$ cat src/rtl/mp_pkg.sv
// Shared opcode set, instruction field layout and decode helpers for mp_pipe.
package mp_pkg;

  localparam int OP_W = 6;

  localparam logic [OP_W-1:0] OP_ADD = 6'd1;
  localparam logic [OP_W-1:0] OP_XOR = 6'd2;
  localparam logic [OP_W-1:0] OP_OR  = 6'd3;
  localparam logic [OP_W-1:0] OP_MIN = 6'd4;
  localparam logic [OP_W-1:0] OP_AND = 6'd5;
  localparam logic [OP_W-1:0] OP_SUB = 6'd6;
  localparam logic [OP_W-1:0] OP_MAX = 6'd7;
  localparam logic [OP_W-1:0] OP_NEG = 6'd8;
  localparam logic [OP_W-1:0] OP_AVG = 6'd11;
  localparam logic [OP_W-1:0] OP_ABS = 6'd13;
  localparam logic [OP_W-1:0] OP_NOT = 6'd15;

  // rs1 always sits directly above the opcode.
  localparam int RS1_LSB = OP_W;

  function automatic logic is_defined_op(input logic [OP_W-1:0] op);
    case (op)
      OP_ADD, OP_XOR, OP_OR, OP_MIN, OP_AND, OP_SUB,
      OP_MAX, OP_NEG, OP_AVG, OP_ABS, OP_NOT: return 1'b1;
      default:                                return 1'b0;
    endcase
  endfunction

  function automatic int rs2_lsb(input int addr_w);
    return OP_W + addr_w;
  endfunction

  function automatic int rd_lsb(input int addr_w);
    return OP_W + 2 * addr_w;
  endfunction

  // First instruction bit above the rd field; bits from here up are ignored.
  function automatic int field_end(input int addr_w);
    return OP_W + 3 * addr_w;
  endfunction

endpackage

$ cat src/rtl/mp_alu_p.sv
// Combinational ALU: signed two's-complement ops, err flags undefined opcodes.
module mp_alu_p
  import mp_pkg::*;
#(
  parameter int DATA_W = 32
) (
  input  logic [OP_W-1:0]          op_i,
  input  logic signed [DATA_W-1:0] a_i,
  input  logic signed [DATA_W-1:0] b_i,
  output logic signed [DATA_W-1:0] result_o,
  output logic                     err_o
);

  // Average with one guard bit so the intermediate sum cannot overflow.
  function automatic logic signed [DATA_W-1:0] avg_f(
    input logic signed [DATA_W-1:0] a,
    input logic signed [DATA_W-1:0] b
  );
    logic signed [DATA_W:0] sum;
    sum = {a[DATA_W-1], a} + {b[DATA_W-1], b};
    return sum[DATA_W:1];
  endfunction

  // Opcode decode; undefined opcodes yield zero with err set.
  always_comb begin
    result_o = '0;
    err_o    = !is_defined_op(op_i);
    case (op_i)
      OP_ADD: result_o = a_i + b_i;
      OP_XOR: result_o = a_i ^ b_i;
      OP_OR:  result_o = a_i | b_i;
      OP_MIN: result_o = (a_i < b_i) ? a_i : b_i;
      OP_AND: result_o = a_i & b_i;
      OP_SUB: result_o = a_i - b_i;
      OP_MAX: result_o = (a_i > b_i) ? a_i : b_i;
      OP_NEG: result_o = -a_i;
      OP_AVG: result_o = avg_f(a_i, b_i);
      OP_ABS: result_o = a_i[DATA_W-1] ? -a_i : a_i;
      OP_NOT: result_o = ~a_i;
      default: result_o = '0;
    endcase
  end

endmodule

$ cat src/rtl/mp_pipe.sv
// Two-stage register-to-register pipeline with S1->accept forwarding,
// backpressured result stream and a loader port into the register file.
module mp_pipe
  import mp_pkg::*;
#(
  parameter int  DATA_W    = 32,
  parameter int  REG_COUNT = 32,
  localparam int ADDR_W    = $clog2(REG_COUNT)
) (
  input  logic              clk,
  input  logic              rst,
  input  logic [31:0]       instr,
  input  logic              instr_valid,
  output logic              instr_ready,
  input  logic              init_we,
  input  logic [ADDR_W-1:0] init_addr,
  input  logic [DATA_W-1:0] init_data,
  output logic [DATA_W-1:0] result,
  output logic              result_err,
  output logic              result_valid,
  input  logic              result_ready
);

  localparam int RS2_LSB   = rs2_lsb(ADDR_W);
  localparam int RD_LSB    = rd_lsb(ADDR_W);
  localparam int FIELD_END = field_end(ADDR_W);

  logic                     stall, accept, wb_en;
  logic [OP_W-1:0]          op_p0;
  logic [ADDR_W-1:0]        rs1_p0, rs2_p0, rd_p0;
  logic signed [DATA_W-1:0] a_p1_d, b_p1_d;

  logic                     vld_p1_q;
  logic [OP_W-1:0]          op_p1_q;
  logic [ADDR_W-1:0]        rd_p1_q;
  logic signed [DATA_W-1:0] a_p1_q, b_p1_q;
  logic signed [DATA_W-1:0] alu_res_p1;
  logic                     alu_err_p1;

  logic                     vld_p2_q;
  logic signed [DATA_W-1:0] res_p2_q;
  logic                     err_p2_q;
  logic [ADDR_W-1:0]        rd_p2_q;

  logic signed [DATA_W-1:0] rf_q [REG_COUNT];
  logic                     unused_bits;

  // ---- p0: decode and operand select at accept ----
  assign stall       = vld_p2_q && !result_ready;
  assign instr_ready = !stall && !rst;
  assign accept      = instr_valid && instr_ready;

  assign op_p0  = instr[OP_W-1:0];
  assign rs1_p0 = instr[RS1_LSB +: ADDR_W];
  assign rs2_p0 = instr[RS2_LSB +: ADDR_W];
  assign rd_p0  = instr[RD_LSB +: ADDR_W];

  // S1 commits to the register file when it is a defined op with rd != r0.
  assign wb_en = vld_p1_q && !alu_err_p1 && (rd_p1_q != '0);

  // Operand fetch: forward S1's ALU output over the register file, r0 is zero.
  always_comb begin
    a_p1_d = '0;
    b_p1_d = '0;
    if (wb_en && (rd_p1_q == rs1_p0)) a_p1_d = alu_res_p1;
    else if (rs1_p0 != '0)            a_p1_d = rf_q[rs1_p0];
    if (wb_en && (rd_p1_q == rs2_p0)) b_p1_d = alu_res_p1;
    else if (rs2_p0 != '0)            b_p1_d = rf_q[rs2_p0];
  end

  // ---- p1: latched opcode, rd and operands ----
  // S1 register: loads on accept, empties when it drains without new input.
  always_ff @(posedge clk) begin
    if (rst) begin
      vld_p1_q <= 1'b0;
      op_p1_q  <= '0;
      rd_p1_q  <= '0;
      a_p1_q   <= '0;
      b_p1_q   <= '0;
    end else if (!stall) begin
      vld_p1_q <= accept;
      if (accept) begin
        op_p1_q <= op_p0;
        rd_p1_q <= rd_p0;
        a_p1_q  <= a_p1_d;
        b_p1_q  <= b_p1_d;
      end
    end
  end

  mp_alu_p #(.DATA_W(DATA_W)) u_alu (
    .op_i     (op_p1_q),
    .a_i      (a_p1_q),
    .b_i      (b_p1_q),
    .result_o (alu_res_p1),
    .err_o    (alu_err_p1)
  );

  // ---- p2: result slot driving the output handshake ----
  // S2 register: takes S1 whenever the consumer is not holding the slot.
  always_ff @(posedge clk) begin
    if (rst) begin
      vld_p2_q <= 1'b0;
      res_p2_q <= '0;
      err_p2_q <= 1'b0;
      rd_p2_q  <= '0;
    end else if (!stall) begin
      vld_p2_q <= vld_p1_q;
      if (vld_p1_q) begin
        res_p2_q <= alu_res_p1;
        err_p2_q <= alu_err_p1;
        rd_p2_q  <= rd_p1_q;
      end
    end
  end

  assign result       = res_p2_q;
  assign result_err   = err_p2_q;
  assign result_valid = vld_p2_q;

  // Register file: loader write first so a same-edge pipeline write wins.
  always_ff @(posedge clk) begin
    if (rst) begin
      for (int i = 0; i < REG_COUNT; i++) rf_q[i] <= '0;
    end else begin
      if (init_we && (init_addr != '0)) rf_q[init_addr] <= init_data;
      if (!stall && wb_en)              rf_q[rd_p1_q]   <= alu_res_p1;
    end
  end

  // rd in S2 is kept for visibility only; spare instruction bits are ignored.
  generate
    if (FIELD_END < 32) begin : g_spare
      assign unused_bits = ^{rd_p2_q, instr[31:FIELD_END]};
    end else begin : g_nospare
      assign unused_bits = ^rd_p2_q;
    end
  endgenerate

endmodule
$ cat config.mk
export PLATFORM = sky130hd
export DESIGN_NAME = mp_pipe
export DESIGN_NICKNAME = d
export VERILOG_FILES = /design/src/rtl/mp_pkg.sv /design/src/rtl/mp_alu_p.sv /design/src/rtl/mp_pipe.sv
export SDC_FILE = /design/constraint.sdc
export NUM_CORES = 2
export LEC_CHECK = 0
export ABC_AREA = 1
export BUFFER_PORTS_ARGS = -buffer_cell sky130_fd_sc_hd__buf_2
export CORE_ASPECT_RATIO = 1.75
export CORE_MARGIN = 5
export CORE_UTILIZATION = 40
export DETAILED_ROUTE_END_ITERATION = 6
export SYNTH_ARGS = -nofsm -noshare
export SYNTH_HDL_FRONTEND = slang
export SYNTH_HIERARCHICAL = 1
export SYNTH_SLANG_ARGS = --single-unit
$ cat constraint.sdc
create_clock -name clk -period 3.85 [get_ports clk]
set_input_delay 0.77 -clock clk [delete_from_list [all_inputs] [get_ports clk]]
set_output_delay 0.77 -clock clk [all_outputs]
set_load 0.1 [all_outputs]
======== Yosys cells after proc, flatten, opt, wreduce, memory -nomap -nowiden ========
Memories as Yosys holds them, arrays and structs flattened. A register that Yosys moved wholly into a read port is not among the register bits.
Cells that the tools add are included.
word-level totals
  register bits after elaboration ......... 110
  memory bits (writable) .................. 1024
  bits in read-only memories .............. 16
  bits of input ports ..................... 74
  output and inout bits ................... 35
  logic and storage cells ................. 81
  memories kept ........................... 2
memories
  memory           words  width  rd ports  clocked after memory_dff  wr ports  RTL line       RTL
  rf_q             32     32     2         0                         32        mp_pipe.sv:45  logic signed [DATA_W-1:0] rf_q [REG_COUNT];
  (no name shown)  16     1      1         1                         0         mp_pkg.sv:22   case (op)
operators by class
  $add $sub $neg .......................... 4
  magnitude comparators ................... 2
  equal/unequal tests ..................... 13
  mux-type cells .......................... 25
  bitwise logic cells ..................... 5
  reduce and logical (&&, ||, !) cells .... 22
operator list
  kind                                                                    number
  32-bit case mux with 11 select lines                                    1
  32-bit 2-to-1 mux                                                       9
  32-bit OR reduction                                                     2
  32-bit by 32-bit adder with 33-bit output                               1
  32-bit adder                                                            1
  32-bit AND                                                              1
  32-bit greater-than comparator                                          1
  32-bit < comparator                                                     1
  32-bit negator                                                          1
  32-bit NOT                                                              1
  32-bit OR                                                               1
  32-bit subtractor                                                       1
  32-bit XOR                                                              1
  6-bit by 3-bit equality test with 1-bit output (second input constant)  4
  6-bit by 4-bit equality test with 1-bit output (second input constant)  4
  5-bit nonzero test                                                      4
  6-bit by 2-bit equality test with 1-bit output (second input constant)  2
  1-bit 2-to-1 mux                                                        11
  5-bit equality test                                                     2
  5-bit 2-to-1 mux                                                        2
  1-bit logical AND                                                       9
  4-bit 2-to-1 mux                                                        2
  6-bit by 1-bit equality test with 1-bit output (second input constant)  1
  1-bit zero test                                                         4
  other kinds (3)                                                         4

======== Logic depth before layout (Yosys ltp) ========
  word-level depth ........................ 10
  mapped depth ............................ 24
  gate-level depth less buffers ........... 23

======== Cells and area by module ========
Netlist, hierarchy kept.
by module, submodules not included
  module    instances  cells each  area each (sq um)  sequential area each (sq um)
  mp_pipe   1          8875        68011.5            32951.6
  mp_alu_p  1          1686        8723.4             0.0

======== Worst setup path before layout ========
OpenSTA, ideal clock, no wires.
  path kind ............................... register to register
  start point ............................. register vld_p2_q (netlist: result_valid)
  end point ............................... memory rf_q[13][0], enable pin
  library setup time ...................... 395 ps
  arrival ................................. 3938 ps
  required time ........................... 3455 ps
  path slack .............................. -484 ps
  cell stages (with the launch flop) ...... 9
  path buffers ............................ 1
  clock period less this slack ............ 4334 ps
  cells stage by stage .................... dfxtp_1 inv_1 nor2_1 nor2_1 nand2_2 nor3_4 nand2_1 clkbuf_1 nand3b_1
RTL lines
  element                 RTL line        RTL
  from (decl)             mp_pipe.sv:40   logic vld_p2_q;
  from (signal assigned)  mp_pipe.sv:108  vld_p2_q <= vld_p1_q;
  to (decl)               mp_pipe.sv:45

==> impl_metrics.csv <==
group,metric,value,unit
status,status,"completed",
timing,finalClockSkew,0.0478,ns
cells_and_area,nets,10500,
timing,rsz0062_at_grt,"yes",
cts,clk_path_buf_depth,3,
timing,fin_ws,0.138,ns
setup_path,crit_path_max_incr_delay,0.44,ns
cts,cts_num_sinks,1134,
synth,yosys-top-cells-area,"edfxtp_1 (40%), nand3_1 (12%), nand2_1 (12%), o21ai_0 (8.8%), a21oi_1 (4.5%)",
cells_and_area,stdcell_count,12900,
cells_and_area,regArea,33000,sq um
setup_path,start_kind,"flop",
setup_path,required,4.29,ns
synth,synth_most_common_cell,"nand2_1",
placed_design,place.gp.congestion,1.03,
setup_path,cp_max_fo,51,
die,start_util,40.2,%
synth,synth_seq_cells,1134,
detailed_routing,drt_iter0_markers,8248,
die,core_area,191000,sq um
power,swShare,33.8,%
synth,synth_cells,10600,
cells_and_area,syn_to_final_growth,11.9,%
die,num_rows,212,
detailed_routing,wl,331,mm
timing,period_needed,3.71,ns
detailed_routing,via_count,77900,
timing,finalHoldViolCount,0,
timing,hold_slack,0.222,ns
timing,worst_pin_slew,1.26,ns
global_routing,grt_pass1_vias,75200,
die,num_io_pins,109,
cts,cts_hold_buf,0,
cts,clock_latency,0.76,ns
synth,synthTopCellsByCount,"nand2_1 (2473), nand3_1 (1911), o21ai_0 (1349)",
detailed_routing,drt-pass1-iter-count,7,
placed_design,placement.io_buffers,97,
timing,slew_violations,0,
cts,cts_root_buffer,"clkbuf_16",
global_routing,grt_overflow_total,0,
power,ir_worst_vdd,0.000409,V
cts,cts-buffers-inserted,111,
placed_design,placed_cells,12700,
cells_and_area,multiInputGateArea,37600,sq um
power,p_per_area,394,nW/um^2
global_routing,grt_pass1_wl,477,mm
run,cap_violations,0,
cells_and_area,utilization,45.0,%
setup_path,path_cells,"inv_1 -> ha_2 -> inv_1 -> a21oi_1 -> nand2_1 -> nand2_1 -> nand2_1 -> a21oi_2 -> nand2_2 -> nand2_2 -> nand3_2 -> buf_12 -> buf_4 -> o211ai_2 -> nand3_1 -> inv_1 -> buf_12 -> o21ai_0",
global_routing,grt_max_degree,140,
die,die_area,201000,sq um
synth,synth_top_area_cell,"edfxtp_1",
synth,async_flop_share,0,%
die,die_w,341,um
synth,yosysTopAreaCellShare,40.1,%
min_path,hp-class,"in -> reg",
die,die_h,589,um
power,switchingPower,11400,uW
power,clkPwrFrac,32.5,%
synth,seq_area_frac_synth,42.9,%
timing,setup_viol,0,
global_routing,grt.total_usage,31.5,%
timing,fin_crit_sh,96.4,%
placed_design,place_ws,0.119,ns
power,p_int,22400,uW
setup_path,cp-end-kind,"flop",
synth,synth_edf_count,1024,
synth,synth.cell_area,76700,sq um
timing,slew-limit-headroom,15.1,%
synth,ys_types,54,
global_routing,antenna_found_initial,21,
detailed_routing,via_per_inst,6.05,
synth,yosys_warnings,6,
cells_and_area,drive_gt1_share,9.34,%
detailed_routing,drc,0,
power,pwr-share-comb,25.3,%
placed_design,hpwl,233,mm
power,p_seq_share,42.1,%
synth,syn_area_per_cell,7.27,sq um
detailed_routing,antenna_left,0,
detailed_routing,wl_per_cell,25.7,um
cts,cts_tree,"built",
setup_path,critPathSlowestCell,"ha_2",
setup_path,arrival,4.16,ns
cts,clk_pin_slew,0.06,ns
setup_path,critPathKind,"reg -> reg",
cts,h-tree-depth,3,
power,power.leakage,0.0332,uW
synth,synth-main-ff-cell,"edfxtp_1",
timing,timing.fmax,269,MHz
cells_and_area,n_fill_cell,18800,
[power by group through the flow]
stage	logic (uW)	clock network, uW	registers (uW)
after floorplan	4370	0	14700
after global placement	8240	0	14500
after detailed placement	8300	0	14500
after CTS	8330	11100	14200
after global routing	9110	11600	14300
final	8570	11000	14300
[cell families after synthesis]
kind of cell	synth area share, %
flip-flops	42.9
other	0.00489
AO/OA/AOI/OAI	17.9
adder cells (fa/ha/maj)	1.72
AND/OR/NAND/NOR	28.2
buffers and inverters	8.87
XOR/XNOR	0.388
[sequential cells by signal, summed over array words and instances (netlist names)]
name / count
op_p1_q: 6
result: 32
result_err: 1
rd_p1_q: 5
vld_p1_q: 1
a_p1_q: 32
b_p1_q: 32
result_valid: 1
rf_q: 1024
[critical path, delay by kind of cell, from the launching register on]
kind                       cells  cell delay [ns]
AOI/OAI and AO/OA              4             0.72
DFF                            1             0.40
buffers and inverters          6             0.94
and+or+nand+nor                7             0.81
adders and majority gates      1             0.44
[worst paths after layout]
path | from | to | slack (ns) | cells past startpoint
hold / removal | instr[2] | op_p1_q[2] | 0.22 | 3
setup reg to reg | b_p1_q[19] | rf_q[22][11] | 0.14 | 18
hold reg to reg | op_p1_q[5] | op_p1_q[5] | 0.50 | 2
setup / recovery | b_p1_q[19] | rf_q[22][11] | 0.14 | 18
[layout make-up]
class                           instances  share of cell area, %
Multi-Input combinational cell       7740                   43.8
Inverter                              692                   3.05
Clock buffer                          162                   3.66
Sequential cell                      1134                   38.4
Antenna cell                            9                 0.0262
Clock inverter                         43                  0.454
Timing Repair Buffer                  643                   7.08
Tap cell                             2461                   3.58
[repair_timing]
item / 4_1_cts / 5_1_grt
setup buffers: 0 / 3
resized for setup: 0 / 22
setup endpoints to repair: 0 / 1058
[cell usage in the layout, fill, tap and decap left out, drive strengths merged, types with 2 or more instances in the layout]
| cell | netlist | layout |
|---|---|---|
| a21boi | 3 | 3 |
| buf | 369 | 643 |
| and2 | 2 | 2 |
| o21bai | 7 | 7 |
| clkinvlp | 0 | 2 |
| edfxtp | 1024 | 1024 |
| o21a | 4 | 4 |
| inv | 689 | 690 |
| nand2 | 2478 | 2478 |
| nand3b | 15 | 15 |
| xor2 | 26 | 26 |
| o22ai | 17 | 17 |
| nor4 | 8 | 8 |
| a211oi | 15 | 15 |
| o2111ai | 3 | 3 |
| o221ai | 7 | 7 |
| o21ai | 1446 | 1446 |
| nor3 | 49 | 49 |
| o31ai | 4 | 4 |
| or2 | 4 | 4 |
| clkinv | 3 | 38 |
| clkbuf | 657 | 162 |
| a221oi | 4 | 4 |
| diode | 0 | 9 |
| xnor2 | 8 | 8 |
| bufinv | 0 | 5 |
| nor2 | 534 | 534 |
| nand4 | 34 | 34 |
| a31oi | 4 | 4 |
| ha | 102 | 102 |
| a21o | 2 | 2 |
| conb | 1 | 32 |
| fa | 2 | 2 |
| o211ai | 324 | 324 |
| a2111oi | 3 | 3 |
| a21oi | 687 | 687 |
| dfxtp | 110 | 110 |
| nand3 | 1912 | 1912 |
[routing by layer]
metal / vias to the layer above / wire length (um) / global-route usage, %
met1: 36400 / 111000 / 33.4
met4: 10 / 27100 / 22.1
li1: 35800 / - / -
met2: 4311 / 169000 / 57.7
met3: 1338 / 24100 / 3.67
met5: - / 62 / 0
[metrics by stage]
| step | cell area [sq um] | setup TNS [ns] | total power, uW |
|---|---|---|---|
| after floorplan | 76900 | 0 | 19100 |
| after global placement | 82300 | 0 | 22700 |
| after detailed placement | 82300 | 0 | 22800 |
| after CTS | 85800 | 0 | 33700 |
| after global routing | 85900 | -0.00380 | 35000 |
| final | 85900 | 0 | 33800 |
(Power assumes the default switching activity.)
